--- config.mk ---
export PLATFORM = sky130hd
export DESIGN_NAME = alu_inst_fetch
export DESIGN_NICKNAME = d
export VERILOG_FILES = /design/src/rtl/alu_inst_fetch.sv
export SDC_FILE = /design/constraint.sdc
export NUM_CORES = 1
export LEC_CHECK = 0
export ABC_AREA = 1
export CAP_MARGIN = 10
export CORE_MARGIN = 3
export CORE_UTILIZATION = 35
export CTS_BUF_LIST = sky130_fd_sc_hd__clkbuf_8
export DETAILED_ROUTE_END_ITERATION = 16
export PLACE_DENSITY = 0.52
export REMOVE_ABC_BUFFERS = 1
export SYNTH_ARGS = -nofsm -noshare
export SYNTH_HDL_FRONTEND = slang
export SYNTH_SLANG_ARGS = --single-unit
--- constraint.sdc ---
create_clock -name clk -period 2.45 [get_ports clk]
set_input_delay 0.49 -clock clk [delete_from_list [all_inputs] [get_ports clk]]
set_output_delay 0.49 -clock clk [all_outputs]
set_load 0.01 [all_outputs]
--- src/rtl/alu_inst_fetch.sv ---
`default_nettype none
// ============================================================================
// Module   : alu_inst_fetch
// Brief    : In-order instruction fetcher with a credit-limited issue queue
//            feeding a downstream ALU pipeline.
// Revision : 1.0 - initial release
// ============================================================================
module alu_inst_fetch #(
    parameter int ADDR_W = 8,
    parameter int DEPTH  = 4
) (
    input  logic              clk,
    input  logic              rst,
    input  logic              start,
    input  logic [ADDR_W-1:0] prog_len,
    output logic              imem_req_valid,
    output logic [ADDR_W-1:0] imem_req_addr,
    input  logic              imem_req_ready,
    input  logic              imem_rsp_valid,
    input  logic [7:0]        imem_rsp_data,
    output logic [7:0]        inst,
    output logic              inst_valid,
    output logic              busy,
    output logic              done,
    output logic              rsp_err
);

    localparam int               PTR_W     = $clog2(DEPTH);
    localparam int               CNT_W     = PTR_W + 1;
    localparam logic [CNT_W-1:0] DEPTH_CNT = CNT_W'(DEPTH);

    typedef enum logic [1:0] {
        S_IDLE  = 2'd0,
        S_FETCH = 2'd1,
        S_DRAIN = 2'd2,
        S_DONE  = 2'd3
    } state_t;

    state_t            state_q;
    logic [ADDR_W-1:0] pc_q;
    logic [ADDR_W-1:0] len_q;
    logic [ADDR_W-1:0] issued_q;
    logic [CNT_W-1:0]  outst_q;
    logic [CNT_W-1:0]  count_q;
    logic [PTR_W-1:0]  wr_ptr_q;
    logic [PTR_W-1:0]  rd_ptr_q;
    logic [7:0]        fifo_q [DEPTH];
    logic [7:0]        inst_q;
    logic              inst_valid_q;
    logic              busy_q;
    logic              done_q;
    logic              rsp_err_q;

    logic w_hs;
    logic w_push;
    logic w_pop;

    // Credit: queued entries plus in-flight requests never exceed the queue size.
    assign imem_req_valid = (state_q == S_FETCH) && (pc_q < len_q)
                          && ((count_q + outst_q) < DEPTH_CNT);
    assign imem_req_addr  = pc_q;
    assign w_hs           = imem_req_valid && imem_req_ready;
    assign w_push         = imem_rsp_valid && (outst_q != '0);
    assign w_pop          = (count_q != '0);

    assign inst       = inst_q;
    assign inst_valid = inst_valid_q;
    assign busy       = busy_q;
    assign done       = done_q;
    assign rsp_err    = rsp_err_q;

    always_ff @(posedge clk) begin
        if (w_push) begin
            fifo_q[wr_ptr_q] <= imem_rsp_data;
        end
    end

    always_ff @(posedge clk) begin
        if (rst) begin
            state_q      <= S_IDLE;
            pc_q         <= '0;
            len_q        <= '0;
            issued_q     <= '0;
            outst_q      <= '0;
            count_q      <= '0;
            wr_ptr_q     <= '0;
            rd_ptr_q     <= '0;
            inst_q       <= 8'h00;
            inst_valid_q <= 1'b0;
            busy_q       <= 1'b0;
            done_q       <= 1'b0;
            rsp_err_q    <= 1'b0;
        end else begin
            if (w_hs) begin
                pc_q <= pc_q + 1'b1;
            end
            case ({w_hs, w_push})
                2'b10:   outst_q <= outst_q + 1'b1;
                2'b01:   outst_q <= outst_q - 1'b1;
                default: ;
            endcase
            if (w_push) begin
                wr_ptr_q <= wr_ptr_q + 1'b1;
            end
            if (w_pop) begin
                rd_ptr_q <= rd_ptr_q + 1'b1;
                issued_q <= issued_q + 1'b1;
            end
            case ({w_push, w_pop})
                2'b10:   count_q <= count_q + 1'b1;
                2'b01:   count_q <= count_q - 1'b1;
                default: ;
            endcase
            inst_q       <= w_pop ? fifo_q[rd_ptr_q] : 8'h00;
            inst_valid_q <= w_pop;
            if (imem_rsp_valid && (outst_q == '0)) begin
                rsp_err_q <= 1'b1;
            end
            done_q <= 1'b0;

            case (state_q)
                S_IDLE: begin
                    if (start) begin
                        pc_q     <= '0;
                        len_q    <= prog_len;
                        issued_q <= '0;
                        outst_q  <= '0;
                        count_q  <= '0;
                        wr_ptr_q <= '0;
                        rd_ptr_q <= '0;
                        if (prog_len != '0) begin
                            state_q <= S_FETCH;
                            busy_q  <= 1'b1;
                        end else begin
                            state_q <= S_DONE;
                            done_q  <= 1'b1;
                        end
                    end
                end
                S_FETCH: begin
                    if (w_hs && ((pc_q + 1'b1) == len_q)) begin
                        state_q <= S_DRAIN;
                    end
                end
                S_DRAIN: begin
                    if ((issued_q == len_q) && (outst_q == '0)) begin
                        state_q <= S_DONE;
                        busy_q  <= 1'b0;
                        done_q  <= 1'b1;
                    end
                end
                default: begin
                    state_q <= S_IDLE;
                end
            endcase
        end
    end

endmodule
`default_nettype wire

* Word-level counts from Yosys, hierarchy flattened
Memories as Yosys holds them, arrays and structs flattened. A register that Yosys moved wholly into a read port is not among the register bits.
Index checks and enable logic that the tools add are counted.
** Word-level totals
- RAM bits :: 32
- Logic and storage cells :: 87
- Input bits :: 21
- Output and inout port bits :: 21
- Register bits :: 40
- Memories kept :: 1
** Operators by class
- $lt $le $gt $ge :: 2
- Mux-type cells :: 33
- Reductions and logical operators :: 17
- Equal/unequal tests :: 12
- Add/sub/neg operators :: 9
- Bitwise operators :: 1
** Memories
- fifo_q :: depth 4, width 8, read ports 1, clocked after Yosys merged registers in 1, write ports 1, RTL line 47 : logic [7:0] fifo_q [DEPTH];
** Operator list (number)
- 2-to-1 mux 8 bit :: 6
- 2-to-1 mux 2 bit :: 10
- adder 8 x 1 -> 8 bit (second input constant) :: 2
- == test 8 bit :: 2
- 2-to-1 mux 3 bit :: 4
- one-hot mux 3 bit (2 select lines) :: 2
- less-than comparator 8 bit :: 1
- 2-to-1 mux 1 bit :: 8
- nonzero test 8 bit :: 1
- logical AND 1 bit :: 7
- adder 3 x 1 -> 3 bit (second input constant) :: 2
- == test 2 x 1 -> 1 bit (second input constant) :: 3
- == test 2 bit (second input constant) :: 3
- inequality test 2 bit (second input constant) :: 3
- one-hot mux 2 bit (3 select lines) :: 1
- nonzero test 3 bit :: 2
- subtractor 3 x 1 -> 3 bit (second input constant) :: 2
- adder 2 x 1 -> 2 bit (second input constant) :: 2
- one-hot mux 1 bit (2 select lines) :: 2
- AND reduction 4 bit :: 1
- adder 3 bit :: 1
- zero test 3 bit :: 1
- less-than comparator 3 bit (second input constant) :: 1
- AND reduction 3 bit :: 1
- other kinds (6) :: 6

* Longest topological paths before layout
Gate-level depths: netlist (run 1).
- Depth in word-level cells :: 8
- Mapped depth :: 16
- Depth with buffers taken out :: 16

* Worst setup path after synthesis (run 1)
No wires, ideal clock.
- Kind :: reg-to-reg
- From :: reg pc_q[5] (netlist: imem_req_addr[5])
- To :: reg outst_q[1]
- Path slack :: 0.026 ns
- Path buffers :: 0
- Setup time :: 0.065 ns
- Arrival time :: 2.359 ns
- Data required time :: 2.385 ns
- Cell stages (with the launch flop) :: 13
- Clock period less this slack :: 2.424 ns
- Cells stage by stage :: dfxtp_1 -> ha_1 -> a21o_1 -> a21boi_0 -> nand4_2 -> nor2_4 -> inv_1 -> ha_1 -> inv_1 -> fa_1 -> nor2_1 -> a21oi_1 -> nor2_1
** Between the ends
- Word-level cells in the longest chain between the ends :: 8
- Elaborated cells on any way between the ends :: 9
- Those cells by class :: order compare (1); eq/ne (2); mux (3); reduce/logical (3)
** RTL lines
- start, declared :: RTL line 40 : logic [ADDR_W-1:0] pc_q;
- start signal, assigned :: RTL line 95 : pc_q <= pc_q + 1'b1;
- less-than comparator 8 bit (*) :: RTL line 59 : assign imem_req_valid = (state_q == S_FETCH) && (pc_q < len_q)
- logical AND 1 bit (*) :: RTL line 59
- logical AND 1 bit (*) :: RTL line 60 : && ((count_q + outst_q) < DEPTH_CNT);
- logical AND 1 bit (*) :: RTL line 62 : assign w_hs = imem_req_valid && imem_req_ready;
- == test 2 x 1 -> 1 bit or == test 2 bit (tied branches) :: RTL line 97 : case ({w_hs, w_push})
- one-hot mux 3 bit (2 select lines) (*) :: RTL line 97
- 2-to-1 mux 3 bit :: RTL line 123 : if (start) begin
- 2-to-1 mux 3 bit (*) :: RTL line 121 : case (state_q)
- end signal, assigned :: RTL line 98 : 2'b10: outst_q <= outst_q + 1'b1;
- end signal, assigned :: RTL line 99 : 2'b01: outst_q <= outst_q - 1'b1;
- end, declared :: RTL line 43 : logic [CNT_W-1:0] outst_q;
Mark *: on every way between the ends. The rest lies on a longest branch, timed or not.
A chain may end at the register's enable or synchronous reset.

* Worst setup path after layout (run 1)
- From :: reg pc_q[0] (netlist: imem_req_addr[0])
- To :: reg outst_q[2]
The elaborated chain is that of the path after synthesis.

==> flow_summary.json, run 1 <==
{
  "synth.avg_cell_area_um2": 8.51,
  "start_util": 0.367,
  "grt_first_pass_wirelength_um": 14700,
  "synth_cell_type_count": 35,
  "totalWireLength_um": 8860,
  "utilization": 0.476,
  "synth-simple-area-share": 0.232,
  "antenna_found_initial": 0,
  "dr.pass1.iters": 4,
  "synth_compound_area_frac": 0.103,
  "hold_viol": 0,
  "rr_worst_depth": 17,
  "clock_sinks": 80,
  "timing.fmax_mhz": 427,
  "std_cell_rows": 37,
  "min_path_type": "flip-flop to flip-flop",
  "worstReg2RegStart": "imem_req_addr[0]",
  "synth_mux_area_frac": 0.00259,
  "fin_cells": 679,
  "synth-edff-count": 32,
  "grt_pass1_vias": 3012,
  "wl_per_cell_um": 13.0,
  "maxCapViolations": 0,
  "antenna_left": 0,
  "async_reset_ff_frac": 0,
  "holdPathEnd": "rsp_err",
  "root_buffer": "clkbuf_8",
  "timing.rr.end": "outst_q[2]",
  "synth-seq-area-share": 0.497,
  "yosys_warnings": 0,
  "cp_max_fo": 2,
  "yosysTopAreaCellShare": 0.248,
  "post-synth-top-area-cell": "dfxtp_1",
  "fin_area_um2": 5020,
  "cts_max_level": 3,
  "num_io_pins": 42,
  "grt_overflow": 0,
  "placed_cell_area_um2": 4710,
  "final_layout_size_suffix_gt1_frac": 0.192,
  "synthAdderAreaFrac": 0.0782,
  "placed_cells": 662,
  "dominantRegCellSynth": "dfxtp_1",
  "end_kind": "flip-flop",
  "cts_tree": "yes",
  "coreArea_um2": 10600,
  "cp.arrival_ns": 2.64,
  "crit_type": "flip-flop to flip-flop",
  "synth-xor-area-share": 0.0226,
  "post-dp-hpwl_um": 6510,
  "finalCritPeriodShare": 0.956,
  "syn_inst": 455,
  "area_growth_syn_to_layout_pct": 29.7,
  "rsz0062_at_grt": "yes",
  "setup_tns_ns": 0,
  "clk_pin_slew_ns": 0.09,
  "die_area_um2": 12400,
  "fillers": 1034,
  "max_slew_margin": 0.692,
  "finalNetCount": 582,
  "setup_violations": 0,
  "tightest_slew_ns": 0.462,
  "whs_ns": 0.457,
  "place_ws_ns": -0.0667,
  "netlist_area_um2": 3870,
  "p_total_mw": 4.37,
  "synth_top_cells_by_area": "dfxtp_1 (25%), edfxtp_1 (25%), nor2_1 (8.0%), ha_1 (6.8%), nand2_1 (6.3%)",
  "die_h_um": 111,
  "p_leak_nw": 2.00,
  "maxSlewViolCount": 0,
  "setup_ws_ns": 0.108,
  "min_path_cells": 2,
  "min_from": "rsp_err",
  "viasPerCell": 4.61,
  "p_per_area_nw_per_um2": 870,
  "finalWorstPathRequiredPeriod_ns": 2.34,
  "status": "finished clean",
  "grt_max_degree": 21,
  "synth_top_family_by_area": "simple AND/OR/NAND/NOR gates",
  "clk_path_buf_depth": 2,
  "synth_seq_cells": 80,
  "vias": 3128,
  "drc": 0,
  "grt_usage": 0.148,
  "drt-initial-drc-count": 159,
  "clk_latency_ns": 0.35,
  "place.gp.congestion": 0.799,
  "finClkSkew_ns": 0.0115,
  "die_w_um": 111,
  "io_buffers": 41,
  "startpoint_type": "flip-flop",
  "antenna_cells": 0,
  "cts_made_buffers": 9,
  "cp.required_ns": 2.75,
  "rrSetupSlack_ns": 0.11,
  "ir_drop_v": 0.000470
}
-- flip-flops by register name, summed over array words and instances, names as in the netlist --
name	cells
inst	8
done	1
len_q	8
state_q	2
busy	1
inst_valid	1
count_q	3
outst_q	3
issued_q	8
imem_req_addr	8
rd_ptr_q	2
rsp_err	1
wr_ptr_q	2
fifo_q	32
-- repair_timing --
item | CTS | global route
buffers inserted | 0 | 1
resized for setup | 13 | 24
cloned | 0 | 0
pin swaps | 0 | 7
hold buffers | 0 | 0
hold endpoints to repair | 0 | 0
endpoints found under the setup margin | 3 | 3
-- placed cells by master (no fill, tap or decap), types with 2 or more instances in the layout --
cell              n
nor2_1           81
nand2_1          63
inv_1            47
dfxtp_1          40
clkdlybuf4s50_1  40
buf_4            38
o21ai_0          32
edfxtp_1         32
a21oi_1          28
nand3_1          26
ha_1             17
clkbuf_8          9
dfxtp_2           8
inv_2             7
nor3_1            7
nand2_2           6
xor2_1            6
nor2_2            5
a21oi_2           4
xnor2_1           4
nor3_2            4
nor3b_1           3
ha_4              3
inv_6             3
clkinv_1          2
nor2_4            2
a211oi_1          2
a211oi_2          2
nand4_1           2
-- per-layer routing --
| layer | GRT usage | up-vias | part of all wire |
|---|---|---|---|
| met5 | 0 | - | 0 |
| met4 | 0.0389 | 0 | 0.0093 |
| met3 | 0.0317 | 7 | 0.049 |
| met2 | 0.236 | 57 | 0.45 |
| met1 | 0.203 | 1404 | 0.49 |
| li1 | - | 1660 | - |
-- critical path: stages, from the launching register on --
cell,delay (ns)
dfxtp_2,0.35
inv_2,0.04
ha_1,0.19
inv_1,0.06
a21oi_2,0.05
o21ai_1,0.13
buf_4,0.13
nand2_2,0.06
nand4_4,0.09
nor2_4,0.05
inv_2,0.06
ha_2,0.17
inv_2,0.05
fa_2,0.38
a21oi_2,0.15
o21ai_2,0.08
a21oi_2,0.13
o21a_1,0.12
-- where the power goes --
group	leakage, nW	switching [mW]	internal [mW]
clock	0.104	0.530	0.484
sequential	0.681	0.109	1.55
combinational	1.22	0.925	0.772
total	2.00	1.56	2.80
-- synthesized netlist by cell type (6+ instances only) --
| cell type | n |
|---|---|
| nand3_1 | 26 |
| nor3_1 | 7 |
| dfxtp_1 | 48 |
| a21oi_1 | 32 |
| ha_1 | 21 |
| nor2_1 | 82 |
| edfxtp_1 | 32 |
| clkbuf_1 | 7 |
| o21ai_0 | 34 |
| nand2_1 | 65 |
| xor2_1 | 6 |
| inv_1 | 52 |
-- area by class of cell --
type / count / area [um2] / area share
repair buffers: 81 / 722 / 0.144
well taps: 136 / 170 / 0.0339
clock inverters: 7 / 76.3 / 0.0152
flip-flops and latches: 80 / 1930 / 0.385
inverters: 55 / 206 / 0.0411
multi-input cells: 311 / 1790 / 0.356
clock buffers: 9 / 124 / 0.0247
-- worst max-delay path by stage --
stage,from,to,slack (ns),depth (start not counted)
floorplan,imem_req_addr[5],outst_q[1],-0.15,12
global placement,len_q[1],imem_req_valid,0.04,10
detailed placement,len_q[3],outst_q[2],-0.07,16
CTS,outst_q[1],imem_req_valid,0.01,10
global route,outst_q[1],outst_q[2],-0.05,16
finish,imem_req_addr[0],outst_q[2],0.11,17
-- cell families after synthesis --
logic type	after synthesis
adder cells (fa/ha/maj)	23
buffers and inverters	64
XOR/XNOR	10
multiplexers	1
AND/OR/NAND/NOR	203
AO/OA/AOI/OAI	74
flip-flops	80
Note: power is estimated with default switching activity, not from simulation.
==> inputs of run 2 (changes only) <==
- ABC_CLOCK_PERIOD_IN_PS: unset -> 2450
- GPL_TIMING_DRIVEN: unset -> 0
==> flow_summary.json, run 2 (synthesis results as in run 1) <==
{
  "status": "finished clean",
  "setup.worst_path.end": "outst_q[1]",
  "finClkSkew_ns": 0.00865,
  "grt_max_degree": 26,
  "cts_max_level": 3,
  "startpoint_type": "flip-flop",
  "min_from": "busy",
  "worstReg2RegStart": "len_q[3]",
  "cpPeakStageDelay_ns": 0.42,
  "antenna_left": 0,
  "placed_cells": 623,
  "io_buffers": 41,
  "clk_pin_slew_ns": 0.10,
  "finalNetCount": 564,
  "root_buffer": "clkbuf_8",
  "place_ws_ns": -0.575,
  "min_path_type": "flip-flop to flip-flop",
  "cp.required_ns": 2.74,
  "die_w_um": 111,
  "grt_overflow": 0,
  "ir_drop_v": 0.000355,
  "crit_slowest_cell": "fa_2",
  "cp_max_fo": 2,
  "vias": 3124,
  "p_per_area_nw_per_um2": 879,
  "grt_pass1_vias": 2993,
  "timing.fmax_mhz": 411,
  "fin_area_um2": 4990,
  "cts_tree": "yes",
  "maxCapViolations": 0,
  "cts_made_buffers": 9,
  "place.gp.congestion": 0.803,
  "totalWireLength_um": 8950,
  "largest_reg_flops": 32,
  "drc": 0,
  "grt_usage": 0.148,
  "layout_commonest_cell": "nor2_1",
  "hold_viol": 0,
  "finalCritPeriodShare": 0.992,
  "num_io_pins": 42,
  "coreArea_um2": 10600,
  "viasPerCell": 4.73,
  "maxSlewViolCount": 0,
  "startpoint": "len_q[3]",
  "cp.arrival_ns": 2.72,
  "placed_cell_area_um2": 4410,
  "path_buf_inv": 3,
  "cp_num_cells": 14,
  "setup_ws_ns": 0.0191,
  "area_growth_syn_to_layout_pct": 29.0,
  "drt-initial-drc-count": 180,
  "wl_per_cell_um": 13.5,
  "largest-register": "fifo_q",
  "postCtsHoldBufs": 0,
  "p_leak_nw": 1.91,
  "setup_violations": 0,
  "path_cells": "inv_2 > ha_4 > a21oi_4 > o21ai_4 > nand2_2 > nand4_4 > nor2_4 > clkinvlp_4 > ha_4 > inv_4 > fa_2 > nor2_1 > a21oi_1 > nor2_1",
  "clock_sinks": 80,
  "die_area_um2": 12400,
  "rr_worst_depth": 14,
  "start_util": 0.367,
  "die_h_um": 111,
  "antenna_found_initial": 0,
  "critPathTopFamily": "adder cells",
  "rsz0062_at_grt": "yes",
  "std_cell_rows": 37,
  "clk_path_buf_depth": 2,
  "end_kind": "flip-flop",
  "finalWorstPathRequiredPeriod_ns": 2.43,
  "rrSetupSlack_ns": 0.02,
  "final_layout_size_suffix_gt1_frac": 0.211,
  "final_cell_mix": "nor2_1 (82), nand2_1 (60), inv_1 (42), clkdlybuf4s50_1 (40)",
  "fillers": 1072,
  "dr.pass1.iters": 4,
  "timing.rr.end": "outst_q[1]",
  "antenna_cells": 0,
  "grt_first_pass_wirelength_um": 14800,
  "post-dp-hpwl_um": 5960,
  "clk_latency_ns": 0.36,
  "setup_tns_ns": 0,
  "max_slew_margin": 0.426,
  "fin_cells": 661,
  "crit_type": "flip-flop to flip-flop",
  "tightest_slew_ns": 0.858
}
[run 2: cell count changes in the layout (fill, tap and decap cells not counted), sizes merged]
cell,before,now
clkinvlp,0,2
clkbuf,9,10
buf,41,22
clkinv,3,1
[run 2: power breakdown]
part	switching, mW	internal, mW
combinational	0.909	0.716
clock	0.547	0.494
sequential	0.167	1.56
[run 2: metrics by stage]
step / power [mW] / utilization / hold slack [ns]
floorplan: 2.57 / - / 0.468
global placement: 3.00 / 0.418 / 0.439
detailed placement: 3.01 / 0.418 / 0.445
CTS: 4.25 / 0.456 / 0.462
global route: 4.74 / 0.473 / 0.505
finish: 4.39 / 0.473 / 0.461
[run 2: worst min-delay path by stage]
stage                    to  slack [ns]  depth (start not counted)
floorplan           rsp_err        0.47                          2
global placement       busy        0.44                          2
detailed placement     busy        0.45                          2
CTS                    busy        0.46                          2
global route        rsp_err        0.50                          2
finish                 busy        0.46                          2
[run 2: worst register-to-register path, stage by stage (launching register included)]
cell and delay, ns:
dfxtp_2 0.35, inv_2 0.05, ha_4 0.25, a21oi_4 0.16, o21ai_4 0.09, nand2_2 0.08, nand4_4 0.12, nor2_4 0.17
clkinvlp_4 0.19, ha_4 0.21, inv_4 0.05, fa_2 0.42, nor2_1 0.10, a21oi_1 0.05, nor2_1 0.07
[run 2: timing repair]
item                                    4_1_cts  5_1_grt
cloned                                        0        0
resized for setup                            47       22
endpoints found under the setup margin       19       26
setup buffers                                 8       14
pin swaps                                    10       14
[run 2: per-layer routing]
metal | vias to the layer above | global-route usage | routed length, um
met1 | 1432 | 0.205 | 4430
met4 | 0 | 0.0422 | 155
met3 | 13 | 0.0371 | 365
met2 | 56 | 0.231 | 4000
li1 | 1623 | - | -
met5 | - | 0 | 0
[run 2: final cells by class]
type                            count  area (um2)  area share
Clock inverter                      7        86.3      0.0173
Inverter                           55         218      0.0436
Sequential cell                    80        1950       0.391
Timing Repair Buffer               63         571       0.114
Multi-Input combinational cell    311        1870       0.375
Tap cell                          136         170      0.0341
Clock buffer                        9         124      0.0248
